File: src/rtl/serial_word_assembler_if.sv
// Bundle of serial input and assembled-word output signals for serial_word_assembler.
// The master modport drives the bit stream; the slave modport is the assembler itself.
interface serial_word_assembler_if #(
  parameter int unsigned W = 8
);
  logic         din;
  logic         din_valid;
  logic         dir;
  logic [W-1:0] word_out;
  logic         word_valid;
  logic         locked;
  logic         parity_err;

  modport master (
    output din,
    output din_valid,
    output dir,
    input  word_out,
    input  word_valid,
    input  locked,
    input  parity_err
  );

  modport slave (
    input  din,
    input  din_valid,
    input  dir,
    output word_out,
    output word_valid,
    output locked,
    output parity_err
  );
endinterface

File: src/rtl/serial_word_assembler.sv
// Hunts for SYNC_PAT in a serial stream, then assembles W payload bits MSB- or LSB-first.
// Define SERIAL_ASM_PARITY_EN to add a trailing even-parity bit per frame.
module serial_word_assembler #(
  parameter int unsigned          W        = 8,
  parameter int unsigned          SYNC_LEN = 4,
  parameter logic [SYNC_LEN-1:0]  SYNC_PAT = 4'b1011
) (
  input  logic                      i_clk,
  input  logic                      i_rst,
  serial_word_assembler_if.slave    io_bus
);

  localparam int unsigned FW = $clog2(SYNC_LEN + 1);
  localparam int unsigned BW = $clog2(W);
  localparam logic [FW-1:0] FillFull = FW'(SYNC_LEN);
  localparam logic [BW-1:0] BitLast  = BW'(W - 1);

`ifdef SERIAL_ASM_PARITY_EN
  typedef enum logic [1:0] {StHunt, StData, StParity} state_e;
`else
  typedef enum logic {StHunt, StData} state_e;
`endif

  state_e              r_state, w_state_nxt;
  logic [SYNC_LEN-1:0] r_win, w_win_nxt;
  logic [FW-1:0]       r_fill, w_fill_nxt;
  logic [BW-1:0]       r_bitcnt, w_bitcnt_nxt;
  logic [W-1:0]        r_sr, w_sr_nxt;
  logic                r_dir, w_dir_nxt;
  logic [W-1:0]        r_word, w_word_nxt;
  logic                r_word_valid, w_word_valid_nxt;
  logic                r_locked, w_locked_nxt;
`ifdef SERIAL_ASM_PARITY_EN
  logic                r_par, w_par_nxt;
  logic                r_parity_err, w_parity_err_nxt;
`endif

  logic [SYNC_LEN-1:0] w_win_shift;
  logic [FW-1:0]       w_fill_inc;
  logic [W-1:0]        w_sr_shift;

  assign w_win_shift = {r_win[SYNC_LEN-2:0], io_bus.din};
  assign w_fill_inc  = (r_fill == FillFull) ? r_fill : r_fill + 1'b1;
  assign w_sr_shift  = r_dir ? {io_bus.din, r_sr[W-1:1]} : {r_sr[W-2:0], io_bus.din};

  always_comb begin
    w_state_nxt      = r_state;
    w_win_nxt        = r_win;
    w_fill_nxt       = r_fill;
    w_bitcnt_nxt     = r_bitcnt;
    w_sr_nxt         = r_sr;
    w_dir_nxt        = r_dir;
    w_word_nxt       = r_word;
    w_word_valid_nxt = 1'b0;
    w_locked_nxt     = r_locked;
`ifdef SERIAL_ASM_PARITY_EN
    w_par_nxt        = r_par;
    w_parity_err_nxt = 1'b0;
`endif
    if (io_bus.din_valid) begin
      unique case (r_state)
        StHunt: begin
          w_win_nxt  = w_win_shift;
          w_fill_nxt = w_fill_inc;
          if (w_fill_inc == FillFull && w_win_shift == SYNC_PAT) begin
            w_state_nxt  = StData;
            w_bitcnt_nxt = '0;
            w_dir_nxt    = io_bus.dir;
            w_locked_nxt = 1'b1;
`ifdef SERIAL_ASM_PARITY_EN
            w_par_nxt    = 1'b0;
`endif
          end
        end
        StData: begin
          w_sr_nxt     = w_sr_shift;
          w_bitcnt_nxt = r_bitcnt + 1'b1;
`ifdef SERIAL_ASM_PARITY_EN
          w_par_nxt    = r_par ^ io_bus.din;
          if (r_bitcnt == BitLast) begin
            w_state_nxt = StParity;
          end
`else
          if (r_bitcnt == BitLast) begin
            w_word_nxt       = w_sr_shift;
            w_word_valid_nxt = 1'b1;
            w_state_nxt      = StHunt;
            w_locked_nxt     = 1'b0;
            w_win_nxt        = '0;
            w_fill_nxt       = '0;
          end
`endif
        end
`ifdef SERIAL_ASM_PARITY_EN
        StParity: begin
          if ((r_par ^ io_bus.din) == 1'b0) begin
            w_word_nxt       = r_sr;
            w_word_valid_nxt = 1'b1;
          end else begin
            w_parity_err_nxt = 1'b1;
          end
          w_state_nxt  = StHunt;
          w_locked_nxt = 1'b0;
          w_win_nxt    = '0;
          w_fill_nxt   = '0;
        end
`endif
        default: begin
          w_state_nxt  = StHunt;
          w_locked_nxt = 1'b0;
          w_win_nxt    = '0;
          w_fill_nxt   = '0;
        end
      endcase
    end
  end

  always_ff @(posedge i_clk) begin
    if (i_rst) begin
      r_state      <= StHunt;
      r_win        <= '0;
      r_fill       <= '0;
      r_bitcnt     <= '0;
      r_sr         <= '0;
      r_dir        <= 1'b0;
      r_word       <= '0;
      r_word_valid <= 1'b0;
      r_locked     <= 1'b0;
`ifdef SERIAL_ASM_PARITY_EN
      r_par        <= 1'b0;
      r_parity_err <= 1'b0;
`endif
    end else begin
      r_state      <= w_state_nxt;
      r_win        <= w_win_nxt;
      r_fill       <= w_fill_nxt;
      r_bitcnt     <= w_bitcnt_nxt;
      r_sr         <= w_sr_nxt;
      r_dir        <= w_dir_nxt;
      r_word       <= w_word_nxt;
      r_word_valid <= w_word_valid_nxt;
      r_locked     <= w_locked_nxt;
`ifdef SERIAL_ASM_PARITY_EN
      r_par        <= w_par_nxt;
      r_parity_err <= w_parity_err_nxt;
`endif
    end
  end

  assign io_bus.word_out   = r_word;
  assign io_bus.word_valid = r_word_valid;
  assign io_bus.locked     = r_locked;
`ifdef SERIAL_ASM_PARITY_EN
  assign io_bus.parity_err = r_parity_err;
`else
  assign io_bus.parity_err = 1'b0;
`endif

endmodule

File: src/flat_wrapper.sv
// flat-port wrapper written by rule: the top's interface ports become plain ports
module serial_word_assembler_flat 
#(
  parameter int unsigned          W        = 8,
  parameter int unsigned          SYNC_LEN = 4,
  parameter logic [SYNC_LEN-1:0]  SYNC_PAT = 4'b1011
)
  (i_clk, i_rst, io_bus_din, io_bus_din_valid, io_bus_dir, io_bus_word_out, io_bus_word_valid, io_bus_locked, io_bus_parity_err);
  serial_word_assembler_if #(.W(W)) io_bus_i ();
  input  logic i_clk;
  input  logic i_rst;
  input wire logic [$bits(io_bus_i.din)-1:0] io_bus_din;
  input wire logic [$bits(io_bus_i.din_valid)-1:0] io_bus_din_valid;
  input wire logic [$bits(io_bus_i.dir)-1:0] io_bus_dir;
  output wire logic [$bits(io_bus_i.word_out)-1:0] io_bus_word_out;
  output wire logic [$bits(io_bus_i.word_valid)-1:0] io_bus_word_valid;
  output wire logic [$bits(io_bus_i.locked)-1:0] io_bus_locked;
  output wire logic [$bits(io_bus_i.parity_err)-1:0] io_bus_parity_err;
  assign io_bus_i.din = io_bus_din;
  assign io_bus_i.din_valid = io_bus_din_valid;
  assign io_bus_i.dir = io_bus_dir;
  assign io_bus_word_out = io_bus_i.word_out;
  assign io_bus_word_valid = io_bus_i.word_valid;
  assign io_bus_locked = io_bus_i.locked;
  assign io_bus_parity_err = io_bus_i.parity_err;
  serial_word_assembler #(.W(W), .SYNC_LEN(SYNC_LEN), .SYNC_PAT(SYNC_PAT)) u_core (.i_clk(i_clk), .i_rst(i_rst), .io_bus(io_bus_i));
endmodule
File: config.mk
export PLATFORM = sky130hd
export DESIGN_NAME = serial_word_assembler_flat
export DESIGN_NICKNAME = d
export VERILOG_FILES = /design/src/rtl/serial_word_assembler_if.sv /design/src/rtl/serial_word_assembler.sv /design/src/flat_wrapper.sv
export SDC_FILE = /design/constraint.sdc
export NUM_CORES = 1
export LEC_CHECK = 0
export BUFFER_PORTS_ARGS = -buffer_cell sky130_fd_sc_hd__buf_2
export CAP_MARGIN = 40
export CORE_ASPECT_RATIO = 0.75
export CORE_MARGIN = 2
export CORE_UTILIZATION = 55
export CTS_CLUSTER_SIZE = 20
export DETAILED_ROUTE_END_ITERATION = 7
export MAX_ROUTING_LAYER = met4
export PLACE_DENSITY = 0.73
export SLEW_MARGIN = 20
export SYNTH_ARGS = -nofsm -noshare
export SYNTH_HDL_FRONTEND = slang
export SYNTH_SLANG_ARGS = --single-unit
export TNS_END_PERCENT = 1
File: constraint.sdc
create_clock -name i_clk -period 2.8 [get_ports i_clk]
set_clock_uncertainty 0.1 [all_clocks]
set_input_delay 0.56 -clock i_clk [delete_from_list [all_inputs] [get_ports i_clk]]
set_output_delay 0.56 -clock i_clk [all_outputs]
set_load 0.02 [all_outputs]
==> impl_results.md <==
- Number of fillers in the final layout: 216
- Crit-path max FO: 17
- Cell count of the worst reg-to-reg path: 5
- Synth area leaders: sky130_fd_sc_hd__dfxtp_1 (46%), sky130_fd_sc_hd__a211oi_1 (9.5%), sky130_fd_sc_hd__mux2i_1 (7.1%)
- Internal power: 0.5391 mW
- Clock period minus worst slack: 1.859 ns
- Ant diodes: 0
- H-tree levels: 2
- Number of antenna violations at the first check in global routing: 0
- Total GRT Usage: 21.41%
- Area taken by multi-input logic gates: 631.9 µm²
- Die height: 45.62 µm
- Total Wirelength: 2401 µm
- Net switching power of the design: 0.1695 mW
- Startpoint Class: flop
- Worst-case setup slack after placement: 0.9471 ns
- Share of the synthesized area in the top cell type: 45.71%
- Core region area: 2233 µm²
- Number of top-level pins: 16
- Yosys top cell by area: sky130_fd_sc_hd__dfxtp_1
- Full die area: 2713 µm²
- Unique cell type count in the Yosys netlist: 33
- CTS Root Cell: sky130_fd_sc_hd__clkbuf_4
- Maximum number of pins on one net before global-route repair: 34
- Number of placed instances, taps included: 167
- Layout cell share with drive strength beyond 1: 16.00%
- Switching power share of the total: 23.92%
- DRC violation total after the first TritonRoute iteration: 21
- Maximum root-to-sink buffer count: 2
- Required time of the worst setup path: 2.92 ns
- Number of nets at the end of the flow: 158
- Category of the critical setup timing path: flop to flop
- Count of clock tree sinks: 29
- Input/output buffers: 14
- CTS clock-pin slew for the worst setup and hold paths: 0.09 ns
- Total vias in the final route: 1017
- IR drop worst, VDD: 0.0002885 V
- Worst path most repeated cell: sky130_fd_sc_hd__ha_1
- Slowest stage cell on the critical path: sky130_fd_sc_hd__and3_1
- Post-CTS Repair Setup Buffers: 0
- Slew at the pin with the worst max-slew slack: 0.6120 ns
- Total negative setup slack: 0 ns
- Final hold vios: 0
- Worst-case headroom to the max-slew limit: 59.20%
- Initial cell density of the core: 56.86%
- Antenna violation net count after detailed routing: 0
- Average cell area after synthesis: 9.270 µm²
- Worst endpoint data arrival time: 1.98 ns
- DP Wirelength: 1685 µm
- Count of cells resized by post-cts repair: 0
- Row count: 15
- WL/cell: 13.72 µm
- Final core utilization: 61.51%
- Hold-fix buffers, CTS: 0
- Pwr per Cell Area: 515.8 nW/µm²
- Post-Syn Nets: 146
- Routability congestion estimate: 0.7665
- Slowest Stage Delay on Critical Path: 0.57 ns
- Peak Freq: 538.0 MHz
- Kind of capture point of the worst setup path: flop
- Clock insertion delay at the later pin of the skew report: 0.32 ns
- Post-synthesis sequential element count: 29
- Setup violators final: 0
- TritonCTS clock tree: yes
- Leakage Power: 0.5073 nW
- Top library cells by usage in the layout, fill and taps aside: sky130_fd_sc_hd__dfxtp_1 (29), sky130_fd_sc_hd__nor2_1 (23), sky130_fd_sc_hd__a211oi_1 (16)
- Sequential share of power: 60.2%
- Class of the tightest hold or removal check: flop to flop
- Hold path depth: 2
- Min setup slack post-route: 0.9412 ns
- Total congestion overflow: 0
- First-pass GRT wire length: 3933 µm
- Result of the run: complete, no violations
- CTS buffer count: 5
- Sequential cell area fraction in the yosys report: 45.71%
- Number of instances in the synthesized netlist: 137
- Die X: 59.49 µm
- Average vias per placed instance: 5.811
- Non-filler cells in the finished layout: 175
- Via count of the first global-routing pass: 862
- Drt drc: 0
- Post-Synthesis Cell Area: 1270 µm²
- Final slew viol count: 0
- Share of power burned in combinational logic: 7.1%
- Area growth from synthesis to final layout: 8.178%
- Most common cell after layout, fill and taps aside: sky130_fd_sc_hd__dfxtp_1
- Power share of the clock group: 32.6%
- Max-cap viol count: 0
- Pre-Repair DR Iteration Count: 4
- Setup repair after global routing missed its margin: no
- Reg area: 580.6 µm²
- Count of yosys warnings during synthesis: 0
- Ordered cell list for the critical path: ha_1 -> ha_1 -> and3_1 -> nor2_1 -> a211oi_1
- Tcrit/Tclk final: 66.39%
## flip-flops by register name, indices dropped and copies added, names as in the netlist, 3 cells and up
register and count:
u_core.r_bitcnt 3, u_core.io_bus.word_out 8, u_core.r_win 3, u_core.r_fill 3
u_core.r_sr 8
## cell type report
type / count / area share [%]
Inverter: 3 / 0.8197
Multi-Input combinational cell: 96 / 45.99
Clock buffer: 8 / 3.552
Tap cell: 25 / 2.277
Timing Repair Buffer: 14 / 5.100
Sequential cell: 29 / 42.26
## metrics by stage
step / power (mW) / hold slack [ns] / cell area, µm²
final: 0.7086 / 0.3578 / 1374
after global routing: 0.7474 / 0.4087 / 1374
after CTS: 0.7189 / 0.3634 / 1374
after detailed placement: 0.4867 / 0.3514 / 1325
after global placement: 0.4834 / 0.3450 / 1325
after floorplan: 0.4733 / 0.3595 / 1270
## critical path: cells and delay by family, from the launching register on
kind | cells | cell delay [ns]
adder cells (fa/ha/maj) | 2 | 0.40
AO/OA/AOI/OAI | 1 | 0.25
AND/OR/NAND/NOR | 2 | 0.66
flip-flops | 1 | 0.36
## final timing paths
path                                          start                                     end  slack (ns)
hold / removal    u_core.io_bus.locked$_SDFFE_PP0P_       u_core.io_bus.locked$_SDFFE_PP0P_        0.36
hold reg to reg   u_core.io_bus.locked$_SDFFE_PP0P_       u_core.io_bus.locked$_SDFFE_PP0P_        0.36
setup reg to reg    u_core.r_bitcnt[0]$_SDFFE_PP0P_  u_core.io_bus.word_out[7]$_SDFFE_PP0P_        0.94
setup / recovery    u_core.r_bitcnt[0]$_SDFFE_PP0P_  u_core.io_bus.word_out[7]$_SDFFE_PP0P_        0.94
## Yosys cell counts
master,number
sky130_fd_sc_hd__nor3b_2,1
sky130_fd_sc_hd__o21ai_1,4
sky130_fd_sc_hd__nand4b_1,1
sky130_fd_sc_hd__a211oi_1,16
sky130_fd_sc_hd__inv_1,3
sky130_fd_sc_hd__conb_1,1
sky130_fd_sc_hd__nand2b_1,2
sky130_fd_sc_hd__ha_1,4
sky130_fd_sc_hd__or3_1,1
sky130_fd_sc_hd__buf_2,3
sky130_fd_sc_hd__a31oi_2,1
sky130_fd_sc_hd__nand3_2,1
sky130_fd_sc_hd__mux2i_1,9
sky130_fd_sc_hd__nor3_1,1
sky130_fd_sc_hd__nor2_1,23
sky130_fd_sc_hd__buf_4,2
sky130_fd_sc_hd__and4b_1,1
sky130_fd_sc_hd__a22oi_1,4
sky130_fd_sc_hd__and3_2,1
sky130_fd_sc_hd__clkbuf_2,1
sky130_fd_sc_hd__nand2_1,6
sky130_fd_sc_hd__dfxtp_1,29
sky130_fd_sc_hd__or2b_1,1
sky130_fd_sc_hd__nor2b_1,1
sky130_fd_sc_hd__and2_2,1
sky130_fd_sc_hd__and3_1,2
sky130_fd_sc_hd__a21oi_1,5
sky130_fd_sc_hd__clkbuf_1,3
sky130_fd_sc_hd__o21ai_0,1
sky130_fd_sc_hd__or3b_1,1
sky130_fd_sc_hd__nand3b_1,5
sky130_fd_sc_hd__and2_1,1
sky130_fd_sc_hd__o21a_1,1
## power groups by stage
stage                     clock, mW  sequential, mW  combinational (mW)
after floorplan                   0           0.434              0.0391
after global placement            0           0.435              0.0479
after detailed placement          0           0.436              0.0504
after CTS                     0.241           0.427              0.0509
after global routing          0.261           0.428              0.0577
final                         0.231           0.427              0.0506
## layer usage
layer / track usage, % / routed length, µm / up-vias
met4: 8.182 / 38 / 0
met3: 10.23 / 95 / 4
met5: - / 0 / -
met1: 28.45 / 1283 / 472
li1: - / - / 515
met2: 27.69 / 983 / 26
## cells by family after synthesis
family	synth area share [%]
simple gates	21.08
compound gates	17.34
flops	45.71
buf+inv	4.531
mux	7.094
fa+ha+maj	3.941
other cells	0.2953
(Power assumes the default switching activity.)
